===== src/rtl/arb_req_buffer.sv =====
// arb_req_buffer: four per-channel FIFOs driving a 4-way arbiter, granted head popped into a
// registered valid/ready output stage. Define ARB_BUF_STATS_EN to add saturating grant counters.
module arb_req_buffer #(
   parameter int DATA_W = 8,
   parameter int DEPTH  = 4
) (
   input  logic                clock,
   input  logic                reset,
   input  logic [3:0]          in_valid,
   input  logic [4*DATA_W-1:0] in_data,
   output logic [3:0]          in_ready,
   output logic [3:0]          arb_req,
   output logic                arb_en,
   input  logic [3:0]          arb_gnt,
   output logic                out_valid,
   output logic [DATA_W-1:0]   out_data,
   output logic [1:0]          out_src,
   input  logic                out_ready,
   output logic                gnt_err
`ifdef ARB_BUF_STATS_EN
   ,
   output logic [31:0]         grant_stats
`endif
);
   localparam int PW = $clog2(DEPTH);
   localparam int CW = PW + 1;
   localparam logic [CW-1:0] FULL_CNT = CW'(DEPTH);

   logic [DATA_W-1:0] head_data [4];
   logic [3:0]        pop;
   logic [1:0]        gnt_idx;
   logic              gnt_onehot;
   logic              grant_ok;
   logic              grant_bad;

   logic              out_valid_q, out_valid_d;
   logic [DATA_W-1:0] out_data_q, out_data_d;
   logic [1:0]        out_src_q, out_src_d;
   logic              gnt_err_q, gnt_err_d;

   assign arb_en = !out_valid_q || out_ready;

   // Any non-zero grant seen while enabled that cannot be honoured is a protocol error.
   always_comb begin
      gnt_idx = 2'd0;
      for (int k = 0; k < 4; k++) begin
         if (arb_gnt[k]) gnt_idx = 2'(k);
      end
      gnt_onehot = (arb_gnt != 4'd0) && ((arb_gnt & (arb_gnt - 4'd1)) == 4'd0);
      grant_ok   = arb_en && gnt_onehot && arb_req[gnt_idx];
      grant_bad  = arb_en && (arb_gnt != 4'd0) && !grant_ok;
   end

   assign pop = grant_ok ? (4'b0001 << gnt_idx) : 4'b0000;

   for (genvar gi = 0; gi < 4; gi++) begin : g_ch
      logic [DATA_W-1:0] mem_q [DEPTH];
      logic [PW-1:0]     wr_ptr_q, wr_ptr_d;
      logic [PW-1:0]     rd_ptr_q, rd_ptr_d;
      logic [CW-1:0]     count_q, count_d;
      logic              push;

      assign in_ready[gi]  = (count_q != FULL_CNT);
      assign arb_req[gi]   = (count_q != '0);
      assign push          = in_valid[gi] && in_ready[gi];
      assign head_data[gi] = mem_q[rd_ptr_q];

      always_comb begin
         wr_ptr_d = wr_ptr_q + PW'(push);
         rd_ptr_d = rd_ptr_q + PW'(pop[gi]);
         count_d  = count_q + CW'(push) - CW'(pop[gi]);
      end

      always_ff @(posedge clock) begin
         if (reset) begin
            wr_ptr_q <= '0;
            rd_ptr_q <= '0;
            count_q  <= '0;
         end else begin
            wr_ptr_q <= wr_ptr_d;
            rd_ptr_q <= rd_ptr_d;
            count_q  <= count_d;
         end
      end

      // Storage needs no reset: pointers and count define which entries are live.
      always_ff @(posedge clock) begin
         if (push && !reset) begin
            mem_q[wr_ptr_q] <= in_data[gi*DATA_W +: DATA_W];
         end
      end
   end

   always_comb begin
      out_valid_d = out_valid_q;
      out_data_d  = out_data_q;
      out_src_d   = out_src_q;
      gnt_err_d   = gnt_err_q || grant_bad;
      if (grant_ok) begin
         out_valid_d = 1'b1;
         out_data_d  = head_data[gnt_idx];
         out_src_d   = gnt_idx;
      end else if (out_valid_q && out_ready) begin
         out_valid_d = 1'b0;
      end
   end

   always_ff @(posedge clock) begin
      if (reset) begin
         out_valid_q <= 1'b0;
         out_data_q  <= '0;
         out_src_q   <= 2'd0;
         gnt_err_q   <= 1'b0;
      end else begin
         out_valid_q <= out_valid_d;
         out_data_q  <= out_data_d;
         out_src_q   <= out_src_d;
         gnt_err_q   <= gnt_err_d;
      end
   end

   assign out_valid = out_valid_q;
   assign out_data  = out_data_q;
   assign out_src   = out_src_q;
   assign gnt_err   = gnt_err_q;

`ifdef ARB_BUF_STATS_EN
   for (genvar gi = 0; gi < 4; gi++) begin : g_stats
      logic [7:0] stat_q, stat_d;

      always_comb begin
         stat_d = stat_q;
         if (pop[gi] && (stat_q != 8'hFF)) stat_d = stat_q + 8'd1;
      end

      always_ff @(posedge clock) begin
         if (reset) stat_q <= 8'd0;
         else       stat_q <= stat_d;
      end

      assign grant_stats[8*gi +: 8] = stat_q;
   end
`endif

endmodule


===== config.mk =====
export PLATFORM = sky130hd
export DESIGN_NAME = arb_req_buffer
export DESIGN_NICKNAME = d
export VERILOG_FILES = /design/src/rtl/arb_req_buffer.sv
export SDC_FILE = /design/constraint.sdc
export NUM_CORES = 1
export LEC_CHECK = 0
export CAP_MARGIN = 20
export CORE_MARGIN = 4
export CORE_UTILIZATION = 25
export DETAILED_ROUTE_END_ITERATION = 8
export PLACE_DENSITY_LB_ADDON = 0.25
export SYNTH_ARGS = -nofsm -noshare
export SYNTH_HDL_FRONTEND = slang
export SYNTH_SLANG_ARGS = --single-unit

===== constraint.sdc =====
create_clock -name clock -period 8.6 [get_ports clock]
set_input_delay 2.15 -clock clock [delete_from_list [all_inputs] [get_ports clock]]
set_output_delay 2.15 -clock clock [all_outputs]
set_load 0.01 [all_outputs]

# Word-level counts from Yosys, hierarchy flattened
# Memory sizes are Yosys's and may differ from the RTL's. A register that Yosys moved wholly into a read port is not among the register bits.
# Index checks and enable logic that the tools add are counted.
classes:
  addsub: 17
  n_lt_le_gt_ge: 2
  n_eq_ne: 4
  n_shift: 1
  muxes: 23
  bitwise_logic: 2
  n_reduce_logical: 26
op_table:
  columns: ["cell", "n"]
  rows:
  - ["adder 2 x 1 -> 2 bit", 8]
  - ["binary-select mux 8 bit (select 2 bit)", 1]
  - ["2-to-1 mux 8 bit", 2]
  - ["logical AND 1 bit", 14]
  - ["adder 3 x 1 -> 3 bit", 4]
  - ["2-to-1 mux 1 bit", 12]
  - ["2-to-1 mux 2 bit", 6]
  - ["!= test 3 bit (second input constant)", 4]
  - ["nonzero test 3 bit", 4]
  - ["subtractor 3 x 1 -> 3 bit", 4]
  - ["bitwise AND 4 bit", 1]
  - ["zero test 4 bit", 1]
  - ["2-to-1 mux 4 bit", 1]
  - ["nonzero test 4 bit", 1]
  - ["left shift 1 x 2 -> 4 bit (first input constant)", 1]
  - ["subtractor 4 x 1 -> 4 bit (second input constant)", 1]
  - [">= comparator 3 bit (second input constant)", 1]
  - ["zero test 1 bit", 3]
  - ["< comparator 2 x 3 -> 1 bit (second input constant)", 1]
  - ["NOT 2 -> 3 bit", 1]
  - ["binary-select mux 1 bit (select 2 bit)", 1]
  - ["logical OR 1 bit", 2]
  - ["nonzero test 2 bit", 1]
word_totals:
  regBits: 40
  mem_bits_rw: 128
  inputBits: 43
  output_inout_bits: 21
  elab_cells: 95
  mem_count: 4
mem_list:
  columns: ["memory", "depth", "width", "rd", "rd_clocked_by_memory_dff", "write_ports", "line", "text"]
  rows:
  - ["g_ch[0].mem_q", 4, 8, 1, 1, 1, "57", "logic [DATA_W-1:0] mem_q [DEPTH];"]
  - ["g_ch[1].mem_q", 4, 8, 1, 1, 1, "57", null]
  - ["g_ch[2].mem_q", 4, 8, 1, 1, 1, "57", null]
  - ["g_ch[3].mem_q", 4, 8, 1, 1, 1, "57", null]

# Depth between registers and ports, before layout
depth:
  ltp_word: 9
  mapped_depth: 11
  depth_no_buf: 10

# Least setup slack after synthesis
# OpenSTA, ideal clock, no wires.
synth_path:
  path_kind: "input -> output"
  start: "input port out_ready"
  end: "output port arb_en"
  t_arrival_ns: 2.355
  required_time_ns: 6.450
  slack_ns: 4.095
  cell_stages: 1
  path_buffers: 0
  cell_sequence: "nand2b_1"
synth_via:
  elab_chain_len: 1
synth_rtl:
  columns: ["element", "line", "text"]
  rows:
  - ["from (decl)", "18", "input logic out_ready,"]
  - ["logical OR 1 bit", "41", "assign arb_en = !out_valid_q || out_ready;"]
  - ["to (decl)", "13", "output logic arb_en,"]
# Every way passes these cells.

# Worst setup path in the final report
# Same ends and word-level chain as after synthesis.

==> metrics.log <==
INFO  metric outcome = completed
INFO  metric crit-reg2reg-launch = g_ch[1].count_q[1]$_SDFF_PP0_
INFO  metric routedWlPerCell = 17.3 um
INFO  metric clock-skew-final = 0.00813 ns
INFO  metric hold_path.startpoint = out_data[5]$_SDFFE_PP0N_
INFO  metric timing.setup.critical_path_class = in2out
INFO  metric commonest_non_fill_non_tap_cell_in_the_layout = edfxtp_1
INFO  metric cp_data_arrival_time = approximately 3.4 ns
INFO  metric dr.first_iter.drc_count = around 150
INFO  metric antenna_violations_before_repair = 0
INFO  metric start_kind = primary input
INFO  metric fp.dieW = about 170 um
INFO  metric power.density_cell_area = 255 nW/um2
INFO  metric register_area = between 4000 and 5000 um2
INFO  metric final_cell_count_without_fillers = ~870
INFO  metric clock_tree.root_cell = clkbuf_16
INFO  metric maximum_buffer_depth_of_the_clock_tree = 2
INFO  metric utilization = 31.5%
INFO  metric terminus_of_the_critical_flop_to_flop_path = g_ch[2].count_q[2]$_SDFF_PP0_
INFO  metric synth_area = a little under 7000 um2
INFO  metric max_h_tree_level = 4
INFO  metric vias = approximately 3800
INFO  metric whs_path_depth = 2
INFO  metric place.gp.congestion = approximately 0.7
INFO  metric cts-hold-fix-buffers = 0
INFO  metric critPathLaunch = out_ready
INFO  metric antenna_violating_nets_post_route = 0
INFO  metric maximum_number_of_pins_on_one_net_before_global_route_repair = between 50 and 60
INFO  metric layout_setup_ws = between 3 and 4 ns
INFO  metric postCtsSetupRepairBufs = 0
INFO  metric worstMarginPinSlew = a little over 1 ns
INFO  metric required = between 6 and 7 ns
INFO  metric via_per_inst = 4.37
INFO  metric totalNegativeSetupSlack = 0 ns
INFO  metric cts_tree = done
INFO  metric slew-limit-headroom = roughly a third
INFO  metric dominantRegCellSynth = edfxtp_1
INFO  metric dpl.cell_count = approximately 830
INFO  metric yosys.cell_types.count = 48
INFO  metric yosysWarningCount = 0
INFO  metric worstHoldEndpoint = out_data[5]$_SDFFE_PP0N_
INFO  metric routedLengthMet1 = about 7000 um
INFO  metric cts.clk_slew.worst_paths = approximately 0.060 ns
INFO  metric synth.ff_latch_count = 168
INFO  metric die_area = ~30000 um2
INFO  metric post_cts_resize_count = 0
INFO  metric synthArstFlopShare = 0%
INFO  metric grt_use_total = between 10% and 20%
INFO  metric number_of_buffers_added_by_the_clock_tree_synthesis_step = 17
INFO  metric layout_common_cells = edfxtp_1 (128), clkdlybuf4s50_1 (62), dfxtp_1 (40)
INFO  metric clock.fmax = about 0.18 GHz
INFO  metric final-max-slew-violation-count = 0
INFO  metric count_of_mapped_cells_out_of_synthesis = between 400 and 500
INFO  metric gr-total-overflow = 0
INFO  metric detailed_place_hpwl = between 10000 and 15000 um
INFO  metric clock-sinks = approximately 170
INFO  metric routed-wl-met2 = ~7500 um
INFO  metric synth-edff-count = 128
INFO  metric pre_cts_slack = between 2 and 3 ns
INFO  metric part_of_the_yosys_area_used_for_sequential_elements = 68.1%
INFO  metric areaGrowthSynthToFinish = 24.2%
INFO  metric site_rows = 60
INFO  metric maxCapViolations = 0
INFO  metric worst_setup_end_kind = output port
INFO  metric path_max_fanout = 4
INFO  metric multi_input_comb_area = 2030 um2
INFO  metric met3_length = about 400 um
INFO  metric synth_area_leader_cell = edfxtp_1
INFO  metric grt_pass1_wl = 23200 um
INFO  metric layout_worst_path_cycle_share = between 60% and 70%
INFO  metric initial_core_util = between 20% and 30%
INFO  metric synthesis.area_per_instance = between 15 and 20 um2
INFO  metric n_fill_cell = about 2600
INFO  metric flop_to_flop_setup_slack = ~6.0 ns
INFO  metric routed_wirelength = about 15000 um
INFO  metric p_total = 2160 uW
INFO  metric leakage = about 0.0027 uW
INFO  metric die-height = 173 um
INFO  metric port_buffers = 63
INFO  metric drive_gt1_share = 13.2%
INFO  metric i_o_pins = 64
INFO  metric holdCritPathClass = reg2reg
INFO  metric worst_skew_pair.late_latency = between 0.4 and 0.5 ns
INFO  metric drt_pre_antenna_iters = 4
INFO  metric setup_viol = 0
INFO  metric synth_nets = slightly below 500
INFO  metric drt_drc_violations_left = 0
INFO  metric final_hold_viol_count = 0
INFO  metric core_area = around 27000 um2
INFO  metric worst_ir_drop_on_vdd = 0.114 mV
INFO  metric highest_layer = met4
INFO  metric worst_r2r_path_depth = 9
INFO  metric finalNetCount = 566
INFO  metric timing.final.crit_period = roughly 5.5 ns
INFO  metric rsz0062_at_grt = false
INFO  metric synth.top_cells.by_area = edfxtp_1 (56%), dfxtp_1 (12%), mux4_2 (5.6%)
INFO  metric synth_top_cell_area_share = between 50% and 60%
INFO  metric n_antenna_cell = 0
INFO  metric grt_pass1_vias = roughly 4000
-- registers in the layout, indices dropped and copies added, names as in the netlist --
signal	flops
g_ch.count_q	12
g_ch.mem_q	128
g_ch.rd_ptr_q	8
g_ch.wr_ptr_q	8
gnt_err	1
out_data	8
out_src	2
out_valid	1
-- per-layer routing --
| layer | up-vias | GRT usage (%) |
|---|---|---|
| li1 | 1821 | - |
| met1 | 1893 | 12.9 |
| met2 | 50 | 17.5 |
| met3 | 14 | 2.58 |
| met4 | 0 | 3.39 |
| met5 | - | 0 |
-- area by class of cell --
class,instances,area share [%]
Inverter,11,0.487
Clock buffer,18,5.06
Sequential cell,168,54.8
Tap cell,341,5.03
Multi-Input combinational cell,240,24.0
Timing Repair Buffer,73,8.27
Clock inverter,14,2.33
-- power breakdown --
part | internal [uW] | switching [uW] | total (uW)
combinational | 179 | 184 | 364
sequential | 951 | 45.1 | 996
clock | 489 | 309 | 798
total | 1620 | 538 | 2160
-- Yosys cell counts, types with 2 or more instances --
library cell	instances
mux2i_1	30
edfxtp_1	128
and3_1	4
a211oi_1	7
mux4_2	17
nor3_1	3
and4_1	2
fa_1	4
dfxtp_1	40
a21oi_1	5
nor4_1	5
nor3b_1	2
xor2_1	3
xnor2_1	18
nand2b_1	11
or3b_2	4
o221ai_1	7
inv_1	11
nand2_1	23
nor4b_1	4
o22ai_1	15
buf_1	3
or4b_1	2
clkbuf_1	9
o21ai_0	3
nor2b_1	12
buf_2	6
buf_6	3
ha_1	8
a31oi_1	2
nor2_1	27
nand3_1	2
or3_1	5
-- worst max path at each step --
stage / to / cells after the start
after CTS: arb_en / 3
after detailed placement: g_ch[2].count_q[2]$_SDFF_PP0_ / 10
after global routing: arb_en / 3
after floorplan: arb_en / 1
final: arb_en / 3
after global placement: g_ch[2].count_q[2]$_SDFF_PP0_ / 10
-- critical path: stages --
cell             delay, ns
clkdlybuf4s50_1       0.46
nand2b_1              0.18
clkdlybuf4s50_1       0.57
-- logic make-up after synthesis --
logic type	after synthesis	synth area share, %
DFF	168	68.1
and+or+nand+nor	114	9.39
muxes	47	10.0
AOI/OAI and AO/OA	46	4.99
buffers and inverters	32	2.20
xor gates and xnor gates	21	2.70
adders and majority gates	12	2.64
-- stage by stage --
step | cell area, um2 | hold WS, ns
2_1_floorplan | 6820 | 0.492
3_3_place_gp | 7840 | 0.459
3_5_place_dp | 7850 | 0.486
4_1_cts | 8470 | 0.502
5_1_grt | 8470 | 0.525
6_report | 8470 | 0.500
No activity file was read; power rests on OpenSTA's default activity.
